`config.mk`:
```
export PLATFORM = sky130hd
export DESIGN_NAME = inference_sequencer
export DESIGN_NICKNAME = d
export VERILOG_FILES = /design/src/rtl/inference_sequencer.sv
export SDC_FILE = /design/constraint.sdc
export NUM_CORES = 1
export LEC_CHECK = 0
export ABC_AREA = 1
export BUFFER_PORTS_ARGS = -buffer_cell sky130_fd_sc_hd__buf_4
export CELL_PAD_IN_SITES_DETAIL_PLACEMENT = 1
export CELL_PAD_IN_SITES_GLOBAL_PLACEMENT = 1
export CORE_UTILIZATION = 25
export CTS_BUF_LIST = sky130_fd_sc_hd__clkbuf_8
export CTS_CLUSTER_DIAMETER = 100
export DETAILED_ROUTE_END_ITERATION = 12
export GPL_TIMING_DRIVEN = 1
export HOLD_SLACK_MARGIN = 0.15
export PLACE_DENSITY = 0.56
export SKIP_CTS_REPAIR_TIMING = 1
export SLEW_MARGIN = 20
export SYNTH_ARGS = -nofsm -noshare
export SYNTH_HDL_FRONTEND = slang
export SYNTH_SLANG_ARGS = --single-unit
```
`constraint.sdc`:
```
create_clock -name clk -period 1.91 [get_ports clk]
set_clock_uncertainty 0.1 [all_clocks]
set_input_delay 0.382 -clock clk [delete_from_list [all_inputs] [get_ports clk]]
set_output_delay 0.382 -clock clk [all_outputs]
set_load 0.02 [all_outputs]
```
`src/rtl/inference_sequencer.sv`:
```
// Control sequencer for a two-layer digit classifier: bias load, pixel stream,
// layer-1 drain, layer-2 score scan with running argmax, and a completion pulse.
module inference_sequencer #(
   parameter int N_PIXELS   = 784,
   parameter int N_CLASSES  = 10,
   parameter int PIPE_DELAY = 8,
   parameter int SCORE_W    = 16
) (
   input  logic                      clk,
   input  logic                      rst,
   input  logic                      start,
   output logic                      busy,
   output logic [3:0]                bias_addr,
   output logic [N_CLASSES-1:0]      bias_load,
   output logic [9:0]                pixel_addr,
   output logic                      pixel_valid,
   output logic [3:0]                layer1_addr,
   input  logic signed [SCORE_W-1:0] score_in,
   output logic [3:0]                digit,
   output logic                      done
);

   typedef enum logic [2:0] {
      IDLE,
      BIAS,
      PIXEL,
      DRAIN,
      SCORE,
      FLUSH,
      DONE
   } state_t;

   localparam int WAIT_W = (PIPE_DELAY > 2) ? $clog2(PIPE_DELAY) : 1;

   localparam logic [3:0]        BIAS_LAST  = 4'(N_CLASSES - 1);
   localparam logic [9:0]        PIX_LAST   = 10'(N_PIXELS - 1);
   localparam logic [3:0]        CLS_LAST   = 4'(N_CLASSES - 1);
   localparam logic [WAIT_W-1:0] DRAIN_LAST = WAIT_W'(PIPE_DELAY - 1);
   localparam logic [WAIT_W-1:0] FLUSH_LAST = WAIT_W'(1);

   state_t state, state_nxt;

   logic [WAIT_W-1:0] wait_cnt;
   logic [1:0]        pix_pipe;
   logic [1:0]        sc_vld;
   logic [3:0]        sc_idx0, sc_idx1;

   logic signed [SCORE_W-1:0] max_score;
   logic [3:0]                max_idx;
   logic                      have_max;
   logic                      take;
   logic [3:0]                idx_nxt;

   logic clear_run;

   assign clear_run = (state == IDLE) && start;

   always_ff @(posedge clk or posedge rst) begin
      if (rst) state <= IDLE;
      else     state <= state_nxt;
   end

   always_comb begin
      state_nxt = state;
      busy      = 1'b1;
      done      = 1'b0;
      bias_load = '0;
      case (state)
         IDLE: begin
            busy = 1'b0;
            if (start) state_nxt = BIAS;
         end
         BIAS: begin
            bias_load = N_CLASSES'(1) << bias_addr;
            if (bias_addr == BIAS_LAST) state_nxt = PIXEL;
         end
         PIXEL: if (pixel_addr == PIX_LAST)  state_nxt = DRAIN;
         DRAIN: if (wait_cnt == DRAIN_LAST)  state_nxt = SCORE;
         SCORE: if (layer1_addr == CLS_LAST) state_nxt = FLUSH;
         FLUSH: if (wait_cnt == FLUSH_LAST)  state_nxt = DONE;
         DONE: begin
            done      = 1'b1;
            state_nxt = IDLE;
         end
         default: state_nxt = IDLE;
      endcase
   end

   // Shared dwell counter for DRAIN and FLUSH, restarted on every state change.
   always_ff @(posedge clk or posedge rst) begin
      if (rst)                                        wait_cnt <= '0;
      else if (state_nxt != state)                    wait_cnt <= '0;
      else if ((state == DRAIN) || (state == FLUSH))  wait_cnt <= wait_cnt + 1'b1;
   end

   // Address counters saturate at their last value and are only cleared on a new start.
   always_ff @(posedge clk or posedge rst) begin
      if (rst) begin
         bias_addr   <= '0;
         pixel_addr  <= '0;
         layer1_addr <= '0;
      end else if (clear_run) begin
         bias_addr   <= '0;
         pixel_addr  <= '0;
         layer1_addr <= '0;
      end else begin
         if ((state == BIAS) && (bias_addr != BIAS_LAST))
            bias_addr <= bias_addr + 4'd1;
         if ((state == PIXEL) && (pixel_addr != PIX_LAST))
            pixel_addr <= pixel_addr + 10'd1;
         if ((state == SCORE) && (layer1_addr != CLS_LAST))
            layer1_addr <= layer1_addr + 4'd1;
      end
   end

   // Two-stage strobes matching the fixed ROM / score read latency.
   always_ff @(posedge clk or posedge rst) begin
      if (rst) begin
         pix_pipe <= '0;
         sc_vld   <= '0;
         sc_idx0  <= '0;
         sc_idx1  <= '0;
      end else begin
         pix_pipe <= {pix_pipe[0], state == PIXEL};
         sc_vld   <= {sc_vld[0], state == SCORE};
         sc_idx0  <= layer1_addr;
         sc_idx1  <= sc_idx0;
      end
   end

   assign pixel_valid = pix_pipe[1];

   always_comb begin
      take    = sc_vld[1] && (!have_max || (score_in > max_score));
      idx_nxt = take ? sc_idx1 : max_idx;
   end

   always_ff @(posedge clk or posedge rst) begin
      if (rst) begin
         max_score <= '0;
         max_idx   <= '0;
         have_max  <= 1'b0;
      end else if (clear_run) begin
         max_score <= '0;
         max_idx   <= '0;
         have_max  <= 1'b0;
      end else if (take) begin
         max_score <= score_in;
         max_idx   <= sc_idx1;
         have_max  <= 1'b1;
      end
   end

   // The final capture lands on the FLUSH->DONE edge, so digit takes the forwarded index.
   always_ff @(posedge clk or posedge rst) begin
      if (rst)                                          digit <= '0;
      else if ((state == FLUSH) && (state_nxt == DONE)) digit <= idx_nxt;
   end

endmodule

```
==> results by group <==
Clock tree
  – Worst-Skew Late Latency: between 0.3 and 0.4 ns
  – CTS Buf Count: 9
  – H-tree depth: 3
  – Clock buffer depth: 2
  – CTS tree: built
  – Clock-pin slew on the worst setup and hold paths: around 0.07 ns
  – Total clock sinks: between 60 and 70
  – CTS root buf: clkbuf_8

Logic synthesis
  – Avg Cell Area, Syn: 8.57 sq um
  – Post-synthesis cell type count: 35
  – Cells after Synth: slightly below 400
  – Top-area cell type share of the netlist area: approximately 45%
  – Syn_nets: ~440
  – Syn. warnings: 0
  – Post-synth EDFFs: 0
  – Largest cells by area after synthesis: dfrtp_1 (45%), ha_1 (10%), nand3_1 (8.7%)
  – Seq/Total Area, Yosys: 44.9%
  – Synth Flop Type: dfrtp_1
  – Mapped cell area: between 3000 and 4000 sq um
  – Largest area contributor in the netlist: dfrtp_1
  – Seq cells post-synth: 61
  – Ys async rst share: 100%

Routing
  – Via/cell ratio: 4.46
  – Final WL: about 10 mm
  – DRT iter0 DRCs: 62
  – Detail Route Antenna Nets: 0
  – Via count: 3027
  – Met2 WL: 5.22 mm
  – Met3 Routed Length: ~230 um
  – DR pass1 iterations: 4
  – Routed wire per std cell: roughly 14 um
  – DRC viols: 0
  – WL met1: roughly 4.1 mm
  – Top Metal Used: met4

Status
  – Failing checks: negative setup slack
  – Outcome: finished with violations

STA
  – Slew @ Worst Pin: 0.478 ns
  – Slew HR: 68.2%
  – Post-route setup slack: -0.169 ns
  – RSZ-0062 raised after global routing: yes
  – Setup Viol. Count Final: 34
  – Worst-case hold slack: roughly 0.18 ns
  – Slew Viols, Final: 0
  – Fin crit share: 109%
  – Final hold vios: 0
  – Final min period: between 2 and 2.5 ns
  – Fmax: roughly 0.48 GHz

Placement
  – Input/output buffers: 53
  – GPL Wtd Cong: 0.753
  – Worst slack, placed: -0.378 ns
  – Post-Place Cells: between 600 and 700
  – HPWL Detailed: between 6 and 7 mm

Critical path
  – Critical path class: reg2reg
  – Worst Path Required: 2.08 ns
  – Crit path buf inv count: 2
  – CP cell instances: inv_1 -> ha_4 -> nand4_1 -> nor2_4 -> nand3_1 -> nor2_2 -> a21oi_2 -> nand2_1 -> nand2_2 -> nand2_4 -> buf_8 -> nand3_1 -> nand2_1
  – Critical path depth in cells: 13
  – Crit Path Max Fanout: 14
  – Critical Path Slowest Stage Cell: dfrtp_1
  – Crit-path max cell delay: 0.35 ns
  – Critical path's top delay family: simple AND/OR/NAND/NOR gates
  – Startpoint types: flop
  – WP data arrival: around 2.3 ns
  – Worst Setup End Kind: flop
  – FF-to-FF path depth: 13

Global route
  – Total Routing Usage GR: around an eighth
  – Largest net degree at the start of global routing: between 60 and 70
  – Total congestion overflow: 0
  – Initial antenna violation count: 0
  – Vias in the first global route: between 3000 and 4000
  – Global-route wire length before repair: roughly 15 mm

Layout
  – Most frequent cells in the layout: buf_4 (90), dfrtp_1 (58), inv_1 (49)
  – Filler cell count: about 1500
  – Nets: 545
  – Final std cells w/o fill: slightly below 700
  – Most common cell after layout, fill and taps aside: buf_4
  – Synth-to-Final Area Change: 52.9%
  – Antenna fix cells: 0
  – Layout cells sized above 1: between 40 and 50%

Power and ir drop
  – Tot Pwr: between 2 and 3 mW
  – Lkg Pwr: ~2.5 nW
  – Pwr dens: 533 nW/um^2
  – Peak supply drop: roughly 0.00032 V

Worst hold path
  – Worst hold stages: 3
  – HP Class: in2reg

Floorplanning
  – I/O pin count: 54
  – Initial core utilization: between 20% and 30%
  – DIE AREA: approximately 14000 sq um
  – Placeable core region: ~13000 sq um
  – Die width: roughly 120 um
  – # rows: between 40 and 50
  – Chip height: roughly 120 um

Flow run
  – MaxCap Viol Count: 0
-- synthesized netlist by cell type, types with 3 or more instances --
cell	number
buf_6	3
a21oi_1	11
nand3_1	59
nand2_1	63
o21ai_0	14
inv_1	63
inv_2	7
nor2_1	23
nor2_2	3
dfrtp_1	61
nor2_4	3
clkbuf_1	5
xor2_1	3
nand2_2	5
nor3b_1	3
o21ai_1	5
nor4_1	7
nor3_1	9
ha_1	28
-- registers in the layout, summed over array words and instances, names as in the netlist --
| name | cells |
|---|---|
| layer1_addr | 4 |
| digit | 4 |
| sc_idx1 | 4 |
| sc_vld | 2 |
| max_score | 16 |
| bias_addr | 4 |
| state | 3 |
| pixel_addr | 10 |
| have_max | 1 |
| max_idx | 4 |
| wait_cnt | 3 |
| pix_pipe | 2 |
| sc_idx0 | 4 |
-- worst paths after layout --
path                                                 from                         to  slack [ns]
worst max-delay path            max_score[15]$_DFFE_PP0P_  max_score[15]$_DFFE_PP0P_       -0.17
worst min-delay path                          score_in[0]   max_score[0]$_DFFE_PP0P_        0.18
worst max register to register  max_score[15]$_DFFE_PP0P_  max_score[15]$_DFFE_PP0P_       -0.17
worst min register to register       sc_idx0[2]$_DFF_PP0_       sc_idx1[2]$_DFF_PP0_        0.26
max in group asynchronous                             rst         state[0]$_DFF_PP0_        0.83
min in group asynchronous                             rst  max_score[10]$_DFFE_PP0P_        0.59
-- layer usage --
metal	track usage, %	up-vias
li1	-	1485
met1	16.0	1497
met2	22.4	34
met3	3.28	11
met4	4.27	0
met5	0	-
-- layout make-up --
cell class	instances	area [sq um]	area share, %
multi-input combinational	254	2090	40.3
timing repair buffer	101	846	16.3
inverter	71	287	5.51
tap	176	220	4.24
sequential	61	1530	29.4
clock buffer	10	138	2.65
clock inverter	5	85.1	1.64
-- through the flow --
stage                     util, %  instance area (sq um)  TNS (ns)
final                        39.3                   5200     -3.46
after global routing         39.3                   5200     -9.42
after CTS                    33.6                   4450     -8.07
after detailed placement     31.9                   4230     -8.32
after global placement       31.9                   4230     -6.75
after floorplan                 -                   3400    -0.564
-- tightest hold or removal path: stages --
cell,delay [ns]
buf_4,0.09
nand3_2,0.06
nand2_1,0.05
-- logic make-up after synthesis --
group / after synthesis / share of synthesized area, %
compound gates: 36 / 5.81
flops: 61 / 44.9
buf+inv: 82 / 9.97
simple gates: 187 / 28.3
fa+ha+maj: 28 / 10.3
xor+xnor: 3 / 0.773
-- power by group --
group | leakage (nW) | internal, mW | switching [mW]
Sequential | 0.725 | 1.29 | 0
Clock | 0.109 | 0.768 | 0.549
Combinational | 1.63 | 0.0752 | 0.0865
Total | 2.46 | 2.13 | 0.636
(Power assumes the default switching activity.)
